**config.mk**
```make
export PLATFORM = sky130hd
export DESIGN_NAME = weight_fetch_sequencer_flat
export DESIGN_NICKNAME = d
export VERILOG_FILES = /design/src/rtl/weight_fetch_sequencer_if.sv /design/src/rtl/weight_fetch_sequencer.sv /design/src/flat_wrapper.sv
export SDC_FILE = /design/constraint.sdc
export NUM_CORES = 1
export LEC_CHECK = 0
export CAP_MARGIN = 20
export CORE_MARGIN = 3
export CORE_UTILIZATION = 65
export CTS_BUF_LIST = sky130_fd_sc_hd__clkbuf_8
export DETAILED_ROUTE_END_ITERATION = 12
export DONT_BUFFER_PORTS = 1
export PLACE_DENSITY = 0.81
export SETUP_SLACK_MARGIN = 0.5
export SLEW_MARGIN = 40
export SYNTH_ARGS = -nofsm -noshare
export SYNTH_HDL_FRONTEND = slang
export SYNTH_SLANG_ARGS = --single-unit
```
**constraint.sdc**
```tcl
create_clock -name clk -period 5.75 [get_ports clk]
set_input_delay 0.575 -clock clk [delete_from_list [all_inputs] [get_ports clk]]
set_output_delay 0.575 -clock clk [all_outputs]
set_load 0.005 [all_outputs]
```
**src/rtl/weight_fetch_sequencer_if.sv**
```systemverilog
// Signal bundle between the weight fetch sequencer, its control FSM, the weight-index memory
// and the synaptic accumulate datapath.
interface weight_fetch_sequencer_if #(
    parameter int unsigned NIDX_W = 6,
    parameter int unsigned WIDX_W = 8
);
    logic              start;
    logic              busy;
    logic              done;
    logic              range_err;
    logic [NIDX_W-1:0] neuron_index;
    logic [WIDX_W-1:0] begin_index;
    logic [WIDX_W-1:0] end_index;
    logic [WIDX_W-1:0] addr;
    logic              addr_valid;
    logic              addr_ready;
    logic              addr_last;
    logic [NIDX_W-1:0] neuron_id;
    logic              neuron_done;

    modport master (
        input  start, begin_index, end_index, addr_ready,
        output busy, done, range_err, neuron_index, addr, addr_valid, addr_last, neuron_id,
               neuron_done
    );

    modport slave (
        output start, begin_index, end_index, addr_ready,
        input  busy, done, range_err, neuron_index, addr, addr_valid, addr_last, neuron_id,
               neuron_done
    );
endinterface

```
**src/rtl/weight_fetch_sequencer.sv**
```systemverilog
// Walks every neuron of a sub-network, looks up its [begin, end) weight range and streams
// the weight addresses over a valid/ready handshake.
module weight_fetch_sequencer #(
    parameter int unsigned NUM_NEURONS = 40,
    parameter int unsigned NIDX_W      = 6,
    parameter int unsigned WIDX_W      = 8
) (
    input  logic                      clk,
    input  logic                      rst,
    weight_fetch_sequencer_if.master  bus
);
    typedef enum logic [1:0] {StIdle, StLookup, StLatch, StStream} state_e;

    localparam logic [NIDX_W-1:0] LastNeuron = NIDX_W'(NUM_NEURONS - 1);

    state_e            state_q, state_d;
    logic [NIDX_W-1:0] cnt_q, cnt_d;
    logic [NIDX_W-1:0] id_q, id_d;
    logic [WIDX_W-1:0] addr_q, addr_d;
    logic [WIDX_W-1:0] end_q, end_d;
    logic              err_q, err_d;
    logic              ndone_q, ndone_d;
    logic              done_q, done_d;
    logic              last;
    logic              finish;

    assign last = (state_q == StStream) && (addr_q == end_q - WIDX_W'(1));

    always_comb begin
        state_d = state_q;
        cnt_d   = cnt_q;
        id_d    = id_q;
        addr_d  = addr_q;
        end_d   = end_q;
        err_d   = err_q;
        ndone_d = 1'b0;
        done_d  = 1'b0;
        finish  = 1'b0;
        unique case (state_q)
            StIdle: begin
                if (bus.start) begin
                    state_d = StLookup;
                    cnt_d   = '0;
                    err_d   = 1'b0;
                end
            end
            StLookup: state_d = StLatch;
            StLatch: begin
                addr_d = bus.begin_index;
                end_d  = bus.end_index;
                id_d   = cnt_q;
                if (bus.begin_index < bus.end_index) begin
                    state_d = StStream;
                end else begin
                    finish = 1'b1;
                    if (bus.begin_index > bus.end_index) err_d = 1'b1;
                end
            end
            StStream: begin
                if (bus.addr_ready) begin
                    addr_d = addr_q + WIDX_W'(1);
                    if (last) finish = 1'b1;
                end
            end
            default: state_d = StIdle;
        endcase
        // Next lookup overlaps the neuron_done pulse of the neuron just finished.
        if (finish) begin
            ndone_d = 1'b1;
            if (cnt_q == LastNeuron) begin
                done_d  = 1'b1;
                state_d = StIdle;
            end else begin
                cnt_d   = cnt_q + NIDX_W'(1);
                state_d = StLookup;
            end
        end
    end

    always_ff @(posedge clk or posedge rst) begin
        if (rst) begin
            state_q <= StIdle;
            cnt_q   <= '0;
            id_q    <= '0;
            addr_q  <= '0;
            end_q   <= '0;
            err_q   <= 1'b0;
            ndone_q <= 1'b0;
            done_q  <= 1'b0;
        end else begin
            state_q <= state_d;
            cnt_q   <= cnt_d;
            id_q    <= id_d;
            addr_q  <= addr_d;
            end_q   <= end_d;
            err_q   <= err_d;
            ndone_q <= ndone_d;
            done_q  <= done_d;
        end
    end

    assign bus.busy         = (state_q != StIdle);
    assign bus.neuron_index = cnt_q;
    assign bus.addr         = addr_q;
    assign bus.addr_valid   = (state_q == StStream);
    assign bus.addr_last    = last;
    assign bus.neuron_id    = id_q;
    assign bus.neuron_done  = ndone_q;
    assign bus.done         = done_q;
    assign bus.range_err    = err_q;
endmodule

```
**src/flat_wrapper.sv**
```systemverilog
// flat-port wrapper written by rule: the top's interface ports become plain ports
module weight_fetch_sequencer_flat 
#(
    parameter int unsigned NUM_NEURONS = 40,
    parameter int unsigned NIDX_W      = 6,
    parameter int unsigned WIDX_W      = 8
)
  (clk, rst, bus_start, bus_begin_index, bus_end_index, bus_addr_ready, bus_busy, bus_done, bus_range_err, bus_neuron_index, bus_addr, bus_addr_valid, bus_addr_last, bus_neuron_id, bus_neuron_done);
  weight_fetch_sequencer_if #(.NIDX_W(NIDX_W), .WIDX_W(WIDX_W)) bus_i ();
  input  logic clk;
  input  logic rst;
  input wire logic [$bits(bus_i.start)-1:0] bus_start;
  input wire logic [$bits(bus_i.begin_index)-1:0] bus_begin_index;
  input wire logic [$bits(bus_i.end_index)-1:0] bus_end_index;
  input wire logic [$bits(bus_i.addr_ready)-1:0] bus_addr_ready;
  output wire logic [$bits(bus_i.busy)-1:0] bus_busy;
  output wire logic [$bits(bus_i.done)-1:0] bus_done;
  output wire logic [$bits(bus_i.range_err)-1:0] bus_range_err;
  output wire logic [$bits(bus_i.neuron_index)-1:0] bus_neuron_index;
  output wire logic [$bits(bus_i.addr)-1:0] bus_addr;
  output wire logic [$bits(bus_i.addr_valid)-1:0] bus_addr_valid;
  output wire logic [$bits(bus_i.addr_last)-1:0] bus_addr_last;
  output wire logic [$bits(bus_i.neuron_id)-1:0] bus_neuron_id;
  output wire logic [$bits(bus_i.neuron_done)-1:0] bus_neuron_done;
  assign bus_i.start = bus_start;
  assign bus_i.begin_index = bus_begin_index;
  assign bus_i.end_index = bus_end_index;
  assign bus_i.addr_ready = bus_addr_ready;
  assign bus_busy = bus_i.busy;
  assign bus_done = bus_i.done;
  assign bus_range_err = bus_i.range_err;
  assign bus_neuron_index = bus_i.neuron_index;
  assign bus_addr = bus_i.addr;
  assign bus_addr_valid = bus_i.addr_valid;
  assign bus_addr_last = bus_i.addr_last;
  assign bus_neuron_id = bus_i.neuron_id;
  assign bus_neuron_done = bus_i.neuron_done;
  weight_fetch_sequencer #(.NUM_NEURONS(NUM_NEURONS), .NIDX_W(NIDX_W), .WIDX_W(WIDX_W)) u_core (.clk(clk), .rst(rst), .bus(bus_i));
endmodule
```
==> impl_metrics.toml <==
[placed_design]
dpl.hpwl_um = 3630
place.gp.congestion = 0.850
portBuffers = 0

[drt]
drtIter0Drc = 120
avgViaCountPerCell = 6.37
ant_nets = 0
wl_per_cell_um = 18.5
drc_errors = 0
vias = 1688
wl_um = 4890
drt_first_pass_iters = 4

[worst_hold_path]
hp-class = "in2async"

[sta]
slew_violations = 0
tns_ps = 0
finalCritPeriodShare = 0.469
skew_ps = 5.18
relSlewSlack = 0.449
fmax_ghz = 0.371
hold_viol_final = 0
hold_ws_ps = 256
worst_pin_slew_ps = 826
setup_viol = 0
rsz0062_at_grt = "false"
fin_crit_ps = 2700

[yosys]
async_flop_share = 1.00
ys_seq_area_frac = 0.395
synth_edf_count = 0
post-synth-top-area-cell = "dfrtp_1"
synth_cell_types = 45
yosys_warnings = 0
synthCells = 220
synth_area_mm2 = 0.00209
synth-main-ff-cell = "dfrtp_1"
synth_seq_cells = 33
synth_area_per_cell_um2 = 9.51
yosysTopAreaCellShare = 0.395
synth_top_cells_by_area = "dfrtp_1, ha_1, mux2_2"
syn_nets = 255

[final_layout]
final_cell_mix = "dfrtp_1, a21oi_1, inv_1, nand2_1, o21ai_0"
syn2layout_area_growth_pct = 5.62
final_common_cell = "dfrtp_1"
drive_gt1_frac = 0.121
fillers = 228
diodes = 0
nNetsFinal = 257

[critical_path]
critPathCaptureType = "output port"
cp_data_arrival_time_ps = 2120
worstPathRequired_ps = 5180
path_class = "reg2out"
ff2ff_path_depth = 6
r2r_start = "u_core.state_q[0]$_DFFE_PP0P_"
startpoint_type = "flop"
reg2reg_to = "u_core.bus.addr[0]$_DFFE_PP0P_"
cp_max_fo = 5
rrSetupSlack_ps = 3210

[floorplan]
die_h_um = 62.7
core.rowCount = 19
dieArea_mm2 = 0.00394
core_mm2 = 0.00290
io_pins = 46
die_w_um = 62.7
initial_core_util = 0.721

[clocking]
clock-sinks = 33
cts_tree = "yes"
htreeDepth = 2
cts_hold_buffers = 0
post_cts_buffers = 0
cts_buffer_depth = 2
numCtsBuffers = 5
clk_pin_slew_ps = 70
root_buffer = "clkbuf_8"
cts.repair.resized = 0
clk_latency_ps = 290

[pwr]
cellPowerDensity_mw_per_mm2 = 523
power_switching_uw = 522
clkPwrFrac = 0.151
vdd_ir_drop_max_mv = 0.463
seqPwrFrac = 0.393
total_leakage_power_uw = 0.00100
p_sw_frac = 0.452
internal_power_uw = 633
p_comb_frac = 0.456

[flow_run]
drv_cap = 0

[run_status]
status = "finished clean"

[global_routing]
grt_max_degree = 34
grt_usage = 0.274
grt_pass1_vias = 1774
gr-total-overflow = 0
antenna_found_initial = 0
grt_pass1_wl_um = 8550
[area by class of cell]
type | count | area, µm² | area share
timing repair buffer | 1 | 7.51 | 0.00340
multi-input combinational | 164 | 1170 | 0.531
clock buffer | 5 | 68.8 | 0.0311
tap | 42 | 52.6 | 0.0238
inverter | 17 | 63.8 | 0.0289
sequential | 33 | 826 | 0.374
clock inverter | 3 | 17.5 | 0.00793
[flip-flops by register name, summed over array words and instances, names as in the netlist]
register	count
u_core.bus.neuron_done	1
u_core.bus.neuron_id	6
u_core.state_q	2
u_core.bus.range_err	1
u_core.end_q	8
u_core.bus.addr	8
u_core.bus.neuron_index	6
u_core.bus.done	1
[metal layers]
metal | part of all wire | track usage
met1 | 0.38 | 0.325
met2 | 0.54 | 0.479
met3 | 0.058 | 0.0558
met4 | 0.022 | 0.118
met5 | 0 | 0
[synthesized netlist by cell type (2+ instances only)]
cell / number
nand3_1: 11
ha_1: 15
xor2_1: 5
o22ai_1: 5
inv_1: 17
nor2b_1: 3
dfrtp_1: 33
o21ai_0: 17
a21oi_1: 18
nand4_1: 5
mux2i_1: 4
and4_1: 3
nand2_1: 17
mux2_2: 12
nand2b_1: 2
clkbuf_1: 3
o21a_1: 2
xnor2_1: 6
nor2_1: 13
a31oi_1: 2
and3_1: 3
[worst max path at each step]
| stage | start | end | slack [ps] | cells after the start |
|---|---|---|---|---|
| after floorplan | u_core.end_q[0]$_DFFE_PP0P_ | u_core.bus.neuron_index[3]$_DFF_PP0_ | 3530 | 9 |
| after global placement | u_core.state_q[0]$_DFFE_PP0P_ | u_core.bus.neuron_index[3]$_DFF_PP0_ | 3240 | 6 |
| after detailed placement | u_core.state_q[0]$_DFFE_PP0P_ | u_core.bus.neuron_index[3]$_DFF_PP0_ | 3110 | 6 |
| after CTS | u_core.state_q[0]$_DFFE_PP0P_ | bus_addr_last | 2940 | 3 |
| after global routing | u_core.end_q[0]$_DFFE_PP0P_ | bus_addr_last | 2890 | 6 |
| final | u_core.end_q[0]$_DFFE_PP0P_ | bus_addr_last | 3050 | 6 |
[power by group through the flow]
stage	clock network (µW)	registers [µW]	logic (µW)
floorplan	0	407	453
global placement	0	446	489
detailed placement	0	456	520
CTS	175	451	523
global route	189	469	593
finish	174	454	527
[per-stage QoR]
| stage | worst slack (ps) | util | instances | instance area, µm² | total power [µW] |
|---|---|---|---|---|---|
| 2_1_floorplan | 3530 | - | 220 | 2090 | 860 |
| 3_3_place_gp | 3240 | 0.731 | 257 | 2120 | 935 |
| 3_5_place_dp | 3110 | 0.731 | 257 | 2120 | 976 |
| 4_1_cts | 2940 | 0.761 | 265 | 2210 | 1150 |
| 5_1_grt | 2890 | 0.762 | 265 | 2210 | 1250 |
| 6_report | 3050 | 0.762 | 265 | 2210 | 1150 |
[logic make-up after synthesis]
| family | count (synthesis) | synth area share |
|---|---|---|
| compound gates | 57 | 0.172 |
| buf+inv | 23 | 0.0454 |
| flops | 33 | 0.395 |
| fa+ha+maj | 15 | 0.0897 |
| simple gates | 65 | 0.169 |
| xor+xnor | 11 | 0.0461 |
| mux | 16 | 0.0837 |
[worst max-delay path, cell delays in order (launching register included)]
cell,delay [ps]
dfrtp_1,420
inv_1,70
ha_1,270
o21ba_1,200
a221oi_1,290
a41oi_1,120
nor4_4,450
Power figures use the tool's default switching activity.
